$ cat src/rtl/mont_r2_precompute.sv
// Computes R^2 mod m (R = 2^K_BITS) for an odd modulus by 2*K_BITS modular doublings of 1.
// Start/done handshake matches the Montgomery multiplier so one controller can drive both.
module mont_r2_precompute #(
    parameter int K_BITS = 256
) (
    input  logic              i_Clk,
    input  logic              i_Rst,
    input  logic              i_Start,
    input  logic [K_BITS-1:0] i_m,
    output logic [K_BITS-1:0] o_R2,
    output logic              o_Err,
    output logic              o_Done
);

    localparam int CNT_W = $clog2(2 * K_BITS) + 1;
    localparam logic [CNT_W-1:0] CNT_LAST = CNT_W'(2 * K_BITS - 1);
    localparam logic [K_BITS-1:0] M_ONE = {{(K_BITS - 1){1'b0}}, 1'b1};

    localparam logic [1:0] ST_IDLE    = 2'd0;
    localparam logic [1:0] ST_INIT    = 2'd1;
    localparam logic [1:0] ST_COMPUTE = 2'd2;
    localparam logic [1:0] ST_DONE    = 2'd3;

    logic [1:0]        state_q,   state_d;
    logic [CNT_W-1:0]  counter_q, counter_d;
    logic [K_BITS-1:0] x_q,       x_d;
    logic [K_BITS-1:0] m_reg_q,   m_reg_d;
    logic [K_BITS-1:0] r2_q,      r2_d;
    logic              err_q,     err_d;

    logic              dbl_ge_m;
    logic [K_BITS-1:0] x_shl;
    logic [K_BITS-1:0] x_red;

    // Because x < m, 2x < 2m and a single conditional subtract reduces it.
    // The wide compare uses x's top bit; the subtract can then run at K_BITS
    // since the true difference is below m and fits.
    always_comb begin
        dbl_ge_m = {x_q, 1'b0} >= {1'b0, m_reg_q};
        x_shl    = {x_q[K_BITS-2:0], 1'b0};
        x_red    = dbl_ge_m ? (x_shl - m_reg_q) : x_shl;
    end

    always_comb begin
        state_d   = state_q;
        counter_d = counter_q;
        x_d       = x_q;
        m_reg_d   = m_reg_q;
        r2_d      = r2_q;
        err_d     = err_q;

        case (state_q)
            ST_IDLE: begin
                if (i_Start) begin
                    state_d = ST_INIT;
                end
            end
            ST_INIT: begin
                m_reg_d   = i_m;
                x_d       = M_ONE;
                counter_d = '0;
                if (!i_m[0] || (i_m == M_ONE)) begin
                    r2_d    = '0;
                    err_d   = 1'b1;
                    state_d = ST_DONE;
                end else begin
                    err_d   = 1'b0;
                    state_d = ST_COMPUTE;
                end
            end
            ST_COMPUTE: begin
                x_d = x_red;
                if (counter_q == CNT_LAST) begin
                    r2_d    = x_red;
                    state_d = ST_DONE;
                end else begin
                    counter_d = counter_q + CNT_W'(1);
                end
            end
            ST_DONE: begin
                if (!i_Start) begin
                    state_d = ST_IDLE;
                end
            end
            default: begin
                state_d = ST_IDLE;
            end
        endcase
    end

    always_ff @(posedge i_Clk or posedge i_Rst) begin
        if (i_Rst) begin
            state_q   <= ST_IDLE;
            counter_q <= '0;
            x_q       <= '0;
            m_reg_q   <= '0;
            r2_q      <= '0;
            err_q     <= 1'b0;
        end else begin
            state_q   <= state_d;
            counter_q <= counter_d;
            x_q       <= x_d;
            m_reg_q   <= m_reg_d;
            r2_q      <= r2_d;
            err_q     <= err_d;
        end
    end

    assign o_R2   = r2_q;
    assign o_Err  = err_q;
    assign o_Done = (state_q == ST_DONE);

endmodule

$ cat config.mk
export PLATFORM = sky130hd
export DESIGN_NAME = mont_r2_precompute
export DESIGN_NICKNAME = d
export VERILOG_FILES = /design/src/rtl/mont_r2_precompute.sv
export SDC_FILE = /design/constraint.sdc
export NUM_CORES = 2
export LEC_CHECK = 0
export CAP_MARGIN = 0
export CORE_MARGIN = 3
export CORE_UTILIZATION = 25
export DETAILED_ROUTE_END_ITERATION = 6
export PLACE_DENSITY_LB_ADDON = 0.05
export SYNTH_ARGS = -nofsm -noshare
export SYNTH_HDL_FRONTEND = slang
export SYNTH_SLANG_ARGS = --single-unit
export TNS_END_PERCENT = 10
$ cat constraint.sdc
create_clock -name i_Clk -period 35.1 [get_ports i_Clk]
set_clock_uncertainty 0.15 [all_clocks]
set_input_delay 7.02 -clock i_Clk [delete_from_list [all_inputs] [get_ports i_Clk]]
set_output_delay 7.02 -clock i_Clk [all_outputs]
set_load 0.03 [all_outputs]
==> impl_metrics.env <==
export IMPL_antenna_left=0
export IMPL_drive_above_1_share_pct=4.650
export IMPL_holdPathStages=2
export IMPL_fin_util_pct=31.03
export IMPL_cts_tree="done"
export IMPL_synth_warnings=0
export IMPL_slew_viol_final=0
export IMPL_worstPathRequired_ns=35.61
export IMPL_netlist_instances=6272
export IMPL_post_cts_buffers=0
export IMPL_cts_path_max_buffers=3
export IMPL_worst_hold_path_type="reg2reg"
export IMPL_first_pass_iters=5
export IMPL_tightest_slew_ns=1.236
export IMPL_r2r_start="x_q[23]$_DFFE_PP0P_"
export IMPL_grt_pass1_vias=48236
export IMPL_drc=0
export IMPL_vias_per_cell=5.145
export IMPL_area_growth_pct=22.74
export IMPL_clock_sinks=781
export IMPL_cp_startpoint="i_m[143]"
export IMPL_period_share_pct=35.22
export IMPL_min_from="o_R2[127]$_DFFE_PP0P_"
export IMPL_grt_pass1_wl_um=352500
export IMPL_yosys_area_top_type="dfrtp_1"
export IMPL_synth_edf_count=0
export IMPL_crit_chain="clkdlybuf4s50_1 -> nor4_1 -> nand4_1 -> or4_1 -> nor4_1 -> nand4_1 -> o21ai_0 -> o21ai_4 -> clkinv_1 -> buf_4 -> nand2_4 -> buf_4 -> nor2_1 -> a22oi_1 -> nand2_1"
export IMPL_port_buffers=516
export IMPL_die_h_um=453.7
export IMPL_cp_slowest_cell="nor4_1"
export IMPL_cts_root_buf="clkbuf_16"
export IMPL_overflow=0
export IMPL_cts_resized=0
export IMPL_slew_headroom_pct=17.61
export IMPL_track_usage_pct=23.23
export IMPL_antenna_found_initial=24
export IMPL_clkTransAtPathRegs_ns=0.06
export IMPL_clock_latency_ns=0.75
export IMPL_r2r_end="o_R2[255]$_DFFE_PP0P_"
export IMPL_yosysTopAreaCellShare_pct=39.00
export IMPL_status="finished clean"
export IMPL_whs_endpoint="o_R2[127]$_DFFE_PP0P_"
export IMPL_ys_async_sr_fraction_pct=100.0
export IMPL_ys_seq_elements=781
export IMPL_finalNetCount=7128
export IMPL_synth_common_cells="nand2_1 (1019), o21ai_0 (908), dfrtp_1 (781)"
export IMPL_yosys_top_cells_area="dfrtp_1 (39%), o21ai_0 (9.1%), nand2_1 (7.6%)"
export IMPL_die_area_mm2=0.2059
export IMPL_rsz0062_at_grt="no"
export IMPL_crit_type="in2reg"
export IMPL_syn_num_nets=6794
export IMPL_r2r_slack_ns=27.24
export IMPL_wl_per_cell_um=26.26
export IMPL_core_area_mm2=0.1982
export IMPL_gp_congestion=0.9132
export IMPL_rr_worst_depth=17
export IMPL_grt_start_max_net_pins=207
export IMPL_die_w_um=453.7
export IMPL_crit_fanout=68
export IMPL_post_dp_hpwl_um=193500
export IMPL_initialDrtViolationCount=3459
export IMPL_synth_cell_types=85
export IMPL_finalCriticalPeriod_ns=12.36
export IMPL_ys_seq_area_share_pct=39.00
export IMPL_cp_data_arrival_time_ns=12.87
export IMPL_yosysMostFrequentCell="nand2_1"
export IMPL_cts_hold_buf=0
export IMPL_fmax_mhz=80.89
export IMPL_crit_path_start_kind="input port"
export IMPL_num_rows=163
export IMPL_endpoint_kind="register"
export IMPL_synthesis_area_mm2=0.05011
export IMPL_ys_dominant_reg_cell="dfrtp_1"
export IMPL_via_count=48061
export IMPL_avgSynthCellArea_um2=7.990
export IMPL_critPathMaxStageDelay_ns=0.93
export IMPL_hold_viol_final=0
export IMPL_ios=517
export IMPL_cts_buffers=102
export IMPL_max_cap_viol_count=0
export IMPL_wl_um=245300
export IMPL_timing_setup_tns_ns=0
export IMPL_start_util_pct=25.28
export IMPL_ctsHtreeMaxLevel=3
export IMPL_setup_viol=0
routing by layer:
layer  GRT usage (%)  wire length, um
met5               0                0
met4           6.778             7389
met3           2.681             8759
met2           38.06           114600
met1           32.08           114600
through the flow:
step	cells	hold slack (ns)	setup slack (ns)	instance area [um2]
2_1_floorplan	6272	0.3197	6.003	50110
3_3_place_gp	9140	0.3138	21.88	57860
3_5_place_dp	9142	0.3189	21.85	57890
4_1_cts	9328	0.3311	22.66	61470
5_1_grt	9338	0.3504	22.37	61500
6_report	9342	0.3273	22.74	61510
state kept, by name (all words and copies together) (netlist names):
signal	count
m_reg_q	256
o_R2	256
x_q	256
counter_q	10
state_q	2
o_Err	1
worst max path at each step:
stage / to / slack (ns) / depth (start not counted)
after global routing: o_R2[250]$_DFFE_PP0P_ / 22.37 / 15
after floorplan: counter_q[0]$_DFFE_PP0P_ / 6.00 / 1
after global placement: o_R2[244]$_DFFE_PP0P_ / 21.88 / 14
after CTS: o_R2[244]$_DFFE_PP0P_ / 22.66 / 15
final: o_R2[244]$_DFFE_PP0P_ / 22.74 / 15
after detailed placement: o_R2[244]$_DFFE_PP0P_ / 21.85 / 15
area by class of cell:
class                   instances  area (um2)
well taps                    2640        3303
inverters                     357        1355
clock inverters                40       513.0
repair buffers                586        5751
diodes                         14       35.03
multi-input cells            4778       27940
flip-flops and latches        781       19540
fillers                     21492      136700
clock buffers                 146        3063
cell usage in the layout, fill, tap and decap left out, types with 51 or more instances in the layout:
cell type	netlist	routed
nand2_1	1019	1017
o21ai_0	908	908
dfrtp_1	781	781
a21oi_1	628	628
clkdlybuf4s50_1	0	516
nor2_1	462	460
inv_1	356	354
ha_1	262	259
o2bb2ai_1	163	163
nand4_1	158	158
xnor2_1	147	147
clkbuf_16	0	106
xor2_1	105	105
o21bai_1	100	100
a21o_1	91	90
nor4_1	87	79
nor3_1	65	65
buf_4	5	64
a31oi_1	51	51
worst max-delay path: cells and delay by family:
kind                   cells  cell delay [ns]
buffers and inverters      4             1.33
AO/OA/AOI/OAI              3             0.68
AND/OR/NAND/NOR            8             3.75
cells by family after synthesis:
group                      after synthesis  share of synthesized area, %
AOI/OAI and AO/OA                     2246                         26.66
and+or+nand+nor                       2001                         17.53
muxes                                   16                        0.3271
adders and majority gates              263                         6.582
xor gates and xnor gates               252                         4.404
buffers and inverters                  713                         5.495
DFF                                    781                         39.00
Power is left out: the tool's default activity adds up to more than one toggle a clock period on the data nets, which glitch-free logic cannot reach.
